**src/rtl/cpu_ctrl_pkg.sv**
```systemverilog
// cpu_ctrl_pkg: shared state encoding and strobe bundle for the fetch sequencer
package cpu_ctrl_pkg;

   typedef enum logic [2:0] {
      S_IDLE   = 3'd0,
      S_T0     = 3'd1,
      S_T1     = 3'd2,
      S_T2     = 3'd3,
      S_EXEC   = 3'd4,
      S_BRANCH = 3'd5,
      S_HALTED = 3'd6,
      S_FAULT  = 3'd7
   } state_t;

   typedef struct packed {
      logic pc_out;
      logic mar_in;
      logic inc_pc;
      logic z_in;
      logic z_lo_out;
      logic pc_in;
      logic mem_read;
      logic mdr_in;
      logic mdr_out;
      logic ir_in;
      logic branch_out;
      logic exec_active;
      logic halted;
      logic fault;
   } strobes_t;

endpackage

```
**src/rtl/pc_sequencer_wait_timer.sv**
```systemverilog
// wait_timer: 8-bit clearable up-counter flagging when it reaches MEM_TIMEOUT
module wait_timer #(
   parameter int unsigned MEM_TIMEOUT = 15
) (
   input  logic clk,
   input  logic clr,
   input  logic start,
   input  logic tick,
   output logic expired
);

   logic [7:0] count;

   // start restarts the count ahead of a new wait; tick advances it one cycle
   always_ff @(posedge clk or posedge clr)
      if (clr) count <= '0;
      else if (start) count <= '0;
      else if (tick) count <= count + 8'd1;

   assign expired = count == 8'(MEM_TIMEOUT);

endmodule

```
**src/rtl/pc_sequencer.sv**
```systemverilog
// pc_sequencer: instruction-fetch and PC-update control-strobe sequencer
module pc_sequencer
   import cpu_ctrl_pkg::*;
#(
   parameter int unsigned MEM_TIMEOUT = 15
) (
   input  logic        clk,
   input  logic        clr,
   input  logic        run,
   input  logic        mem_ready,
   input  logic        exec_done,
   input  logic        branch_req,
   input  logic        halt_req,
   output logic        pc_out,
   output logic        mar_in,
   output logic        inc_pc,
   output logic        z_in,
   output logic        z_lo_out,
   output logic        pc_in,
   output logic        mem_read,
   output logic        mdr_in,
   output logic        mdr_out,
   output logic        ir_in,
   output logic        branch_out,
   output logic        exec_active,
   output logic        halted,
   output logic        fault,
   output logic [31:0] instr_count
);

   state_t   state, next;
   strobes_t s;
   logic     expired;

   // T0 always precedes T1, so clearing there gives a fresh count on T1 entry
   wait_timer #(.MEM_TIMEOUT(MEM_TIMEOUT)) u_timer (
      .clk(clk),
      .clr(clr),
      .start(state == S_T0),
      .tick(state == S_T1 && !mem_ready),
      .expired(expired)
   );

   // state register
   always_ff @(posedge clk or posedge clr)
      if (clr) state <= S_IDLE;
      else state <= next;

   // next-state: mem_ready beats timeout; halt beats branch beats run
   always_comb begin
      next = state;
      case (state)
         S_IDLE:   next = run ? S_T0 : S_IDLE;
         S_T0:     next = S_T1;
         S_T1:     next = mem_ready ? S_T2 : expired ? S_FAULT : S_T1;
         S_T2:     next = S_EXEC;
         S_EXEC:   next = !exec_done ? S_EXEC : halt_req ? S_HALTED :
                          branch_req ? S_BRANCH : run ? S_T0 : S_IDLE;
         S_BRANCH: next = run ? S_T0 : S_IDLE;
         default:  next = state;
      endcase
   end

   // Moore strobe decode
   always_comb begin
      s = '0;
      case (state)
         S_T0:     {s.pc_out, s.mar_in, s.inc_pc, s.z_in} = 4'hf;
         S_T1:     {s.z_lo_out, s.pc_in, s.mem_read, s.mdr_in} = 4'hf;
         S_T2:     {s.mdr_out, s.ir_in} = 2'b11;
         S_EXEC:   s.exec_active = 1'b1;
         S_BRANCH: {s.branch_out, s.pc_in} = 2'b11;
         S_HALTED: s.halted = 1'b1;
         S_FAULT:  s.fault = 1'b1;
         default:  s = '0;
      endcase
   end

   // count completed T2 steps
   always_ff @(posedge clk or posedge clr)
      if (clr) instr_count <= '0;
      else if (state == S_T2) instr_count <= instr_count + 32'd1;

   assign {pc_out, mar_in, inc_pc, z_in, z_lo_out, pc_in, mem_read, mdr_in,
           mdr_out, ir_in, branch_out, exec_active, halted, fault} = s;

endmodule

```
**config.mk**
```make
export PLATFORM = sky130hd
export DESIGN_NAME = pc_sequencer
export DESIGN_NICKNAME = d
export VERILOG_FILES = /design/src/rtl/cpu_ctrl_pkg.sv /design/src/rtl/pc_sequencer_wait_timer.sv /design/src/rtl/pc_sequencer.sv
export SDC_FILE = /design/constraint.sdc
export NUM_CORES = 1
export LEC_CHECK = 0
export ABC_CLOCK_PERIOD_IN_PS = 2400
export BUFFER_PORTS_ARGS = -buffer_cell sky130_fd_sc_hd__buf_2
export CAP_MARGIN = 20
export CORE_AREA = 2 2 82 84
export CTS_CLUSTER_SIZE = 14
export DETAILED_ROUTE_END_ITERATION = 8
export DIE_AREA = 0 0 84 86
export GPL_ROUTABILITY_DRIVEN = 0
export SYNTH_ARGS = -nofsm -noshare
export SYNTH_HDL_FRONTEND = slang
export SYNTH_SLANG_ARGS = --single-unit
```
**constraint.sdc**
```tcl
create_clock -name clk -period 2.4 [get_ports clk]
set_clock_uncertainty 0.15 [all_clocks]
set_input_delay 0.24 -clock clk [delete_from_list [all_inputs] [get_ports clk]]
set_output_delay 0.24 -clock clk [all_outputs]
set_load 0.01 [all_outputs]
```
==> flow_results.org <==
** Critical path
- Max stage delay on crit path :: 0.53 ns
- Critical Path, Cell by Cell :: inv_1 > and3_1 > or2_2 > buf_2
- The critical path runs through a total of 4 cells.
- CP required :: around 2 ns
- Capture instance of the worst register-to-register path :: instr_count[22]
- The worst setup path is of the reg -> out kind.
- CP top delay family :: simple AND/OR/NAND/NOR gates
- Largest fanout on the critical path :: 10
- Cell at the slowest stage of the critical path :: sky130_fd_sc_hd__dfrtp_1
- The worst setup path is launched from a register.
- Length in cells of the worst reg-to-reg path :: 4
- Data arrives at the worst endpoint at 1.64 ns.
- The worst setup path is captured at a primary output.
- Startpoint of the most critical register-to-register path :: state[2]
- Worst-case register-to-register setup slack :: 0.37 ns
- Buffer and inverter count on the worst path :: 2

** Synthesis
- In the synthesized netlist the dominant register cell turns out to be sky130_fd_sc_hd__dfrtp_1.
- Yosys mapped a number of flops with a built-in enable equal to 0.
- Flop and latch count out of synthesis :: 43
- The mapped netlist covers 2180 sq um.
- Synthesis instantiated 35 different standard cells from the library.
- Area contributors post-synth :: sky130_fd_sc_hd__dfrtp_1 49%, sky130_fd_sc_hd__xnor2_1 8.0%, sky130_fd_sc_hd__xor2_1 7.2%
- During synthesis, Yosys emitted a total of 0 warnings.
- For this run, asynchronously set or reset flops after synthesis account for 1.00.
- Nets in the synthesized netlist :: 213
- Cell taking the most area after synthesis :: sky130_fd_sc_hd__dfrtp_1
- The share of synthesized area in the top cell type comes to 0.494.
- Part of the Yosys area used for sequential elements :: 0.494
- Synthesis handed over a netlist of ~200 instances.
- Dividing the synthesized area by the synthesized cell count gives 10.7 sq um.

** Floorplan
- The floorplan step defined a die boundary enclosing 7220 sq um.
- Row count :: 29
- IO Pins :: 53
- Die X-Extent :: around 84 um
- The floorplan step defined a core boundary enclosing 6280 sq um.
- Die Height :: 86 um
- Starting density of the core :: 0.347

** Timing
- Portion of the clock cycle consumed by the worst path in the final layout :: 0.847
- The clock period could shrink to slightly above 2 ns.
- Count of final hold-check violations :: 0
- Max-Slew Margin vs Limit :: 0.626
- Setup TNS :: 0 ns
- Setup violations remaining at the end of the flow were counted as 0.
- Slew @ Worst Pin :: 0.560 ns
- The number of pins exceeding their max-slew limit in the final report is 0.
- Static timing analysis puts the maximum clock frequency at 492 MHz.
- Setup repair after global routing left no endpoint under its margin.

** Cells and area
- Antenna Cells :: 0
- In the final layout, the multi-input gates occupy 996 sq um.
- Fill cells in the final layout number 641.
- Total area of sequential cells :: about 1100 sq um
- Fraction of layout cells with a size suffix above 1 :: 0.312
- From synthesis to final layout, the design area changed by 21.6%.
- Leaving out filler cells and counting taps, the final layout contains 337.
- After the last flow step, the layout net total stands at ~270.

** Outcome
- The flow ran to the end, and the final reports show no timing, DRC or antenna violations.

** Placement
- Post-DP HPWL :: between 3 and 4 mm
- Port-buffer cells :: 52
- Cell total after placement :: 328

** Global routing
- The initial antenna violation count is 0.
- Global-route wire length before repair :: 7.67 mm
- After global routing the overflow that remains totals 0.
- Entering global routing, the biggest net connects 44 pins.
- GR Util All Layers :: 0.131
- The via count of the first global-routing pass is 1567.

** Clocking
- Number of hold buffers added after CTS :: 1
- Htree depth :: 2
- Maximum root-to-sink buffer count :: 2
- Clock tree from TritonCTS :: yes
- After clock tree synthesis, the clock-pin slew on the worst setup and hold paths is 0.08 ns.
- The clock reaches the later pin of the worst-skew pair after 0.29 ns.
- Number of gates resized after cts :: 0
- Number of setup buffers added after CTS :: 0
- Clock tree synthesis found a total of 43 sinks.
- CTS placed an instance of sky130_fd_sc_hd__clkbuf_8 at the clock tree root.
- Inserted Clock Buffers :: 5

** Hold path
- For hold timing, the worst endpoint is state[0].
- The tightest min-delay check is of the in -> reg type.
- Counting instances, the worst hold path has a depth of 3.
- In this run the most critical hold path is launched from run.

** Power
- For this design the ratio of total power to cell area is 799 nW/um^2.
- Across the VDD grid, the largest voltage drop is 0.000457 V.
- Overall power consumption after layout is estimated at 2.11 mW.
- For this design the static power due to leakage is 1.36 nW.

** Job
- Max-cap violations in this run came to 0.

** Drt
- Average routed wire per standard cell :: ~13 um
- Using the TritonRoute via totals, the vias-per-cell ratio works out to 4.84.
- DRC marker count from the first detailed-route iteration :: 72
- Summed over all layers, the routed wires come to ~4.4 mm.
- In the routed design, unresolved DRC markers number 0.
- The first detailed-routing pass took 4 iterations.
- In this run the remaining antenna-violating nets after routing total 0.
- Total vias in the final route :: 1631
-- tightest hold or removal path, stage by stage --
cell and delay [ns]:
sky130_fd_sc_hd__buf_2 0.09, sky130_fd_sc_hd__nand3_1 0.07, sky130_fd_sc_hd__nand3_1 0.06
-- per-stage QoR --
step                       util  instance area (sq um)  setup slack, ns  hold WS, ns
after floorplan               -                   2180            0.512        0.229
after global placement    0.399                   2500            0.433        0.271
after detailed placement  0.399                   2500            0.388        0.274
after CTS                 0.422                   2650            0.337       0.0394
after global routing      0.422                   2650            0.222       0.0562
final                     0.422                   2650            0.368       0.0550
-- cells in the mapped netlist (all sizes together) (3+ instances only) --
library cell / instances
and4: 4
clkbuf: 3
xor2: 18
nor4: 5
o21ai: 5
xnor2: 20
dfrtp: 43
buf: 8
inv: 8
nand4: 11
and3: 7
nor2: 16
nand2: 14
nor3: 10
nand3: 13
-- state kept, by name, indices dropped and copies added, names as in the netlist --
name           count
instr_count       32
u_timer.count      8
state              3
-- area by class of cell --
type / instances / share of cell area
sequential: 43 / 0.407
clock buffer: 6 / 0.0274
clock inverter: 2 / 0.0227
timing repair buffer: 59 / 0.119
tap: 77 / 0.0364
multi-input combinational: 142 / 0.376
inverter: 8 / 0.0113
-- placed cells by master, fill, tap and decap left out, drive strengths merged, types with 2 or more instances in the layout --
cell and instances:
buf 58, dfrtp 43, xnor2 20, xor2 18, nor2 16, nand2 14, nand3 13, nand4 11
nor3 10, inv 8, and3 7, clkbuf 6, o21ai 5, nor4 5, and4 4, or4 2
or3 2, or2 2, ha 2, bufinv 2, nor4b 2
-- how the worst max path moves through the flow --
| stage | to | slack [ns] | startpoint |
|---|---|---|---|
| finish | pc_in | 0.37 | state[0] |
| global route | z_in | 0.22 | state[1] |
| CTS | inc_pc | 0.34 | state[1] |
| detailed placement | instr_count[22] | 0.39 | state[2] |
| global placement | instr_count[16] | 0.43 | state[2] |
| floorplan | mar_in | 0.51 | state[1] |
-- metal layers --
layer | track usage | vias to the layer above | wire length (um)
met5 | 0 | - | 0
met1 | 0.183 | 772 | 2150
li1 | - | 812 | -
met2 | 0.204 | 43 | 2010
met3 | 0.0337 | 4 | 219
met4 | 0.0352 | 0 | 32
-- cells by family after synthesis --
family | count (synthesis) | share of synthesized area
DFF | 43 | 0.494
buffers and inverters | 19 | 0.0483
AOI/OAI and AO/OA | 8 | 0.0236
muxes | 2 | 0.00977
adders and majority gates | 2 | 0.0115
xor gates and xnor gates | 38 | 0.153
and+or+nand+nor | 92 | 0.260
-- power breakdown --
| part | switching (mW) | internal, mW |
|---|---|---|
| clock | 0.248 | 0.416 |
| sequential | 0.135 | 0.804 |
| combinational | 0.275 | 0.237 |
| total | 0.658 | 1.46 |
No activity file was read; power rests on OpenSTA's default activity.
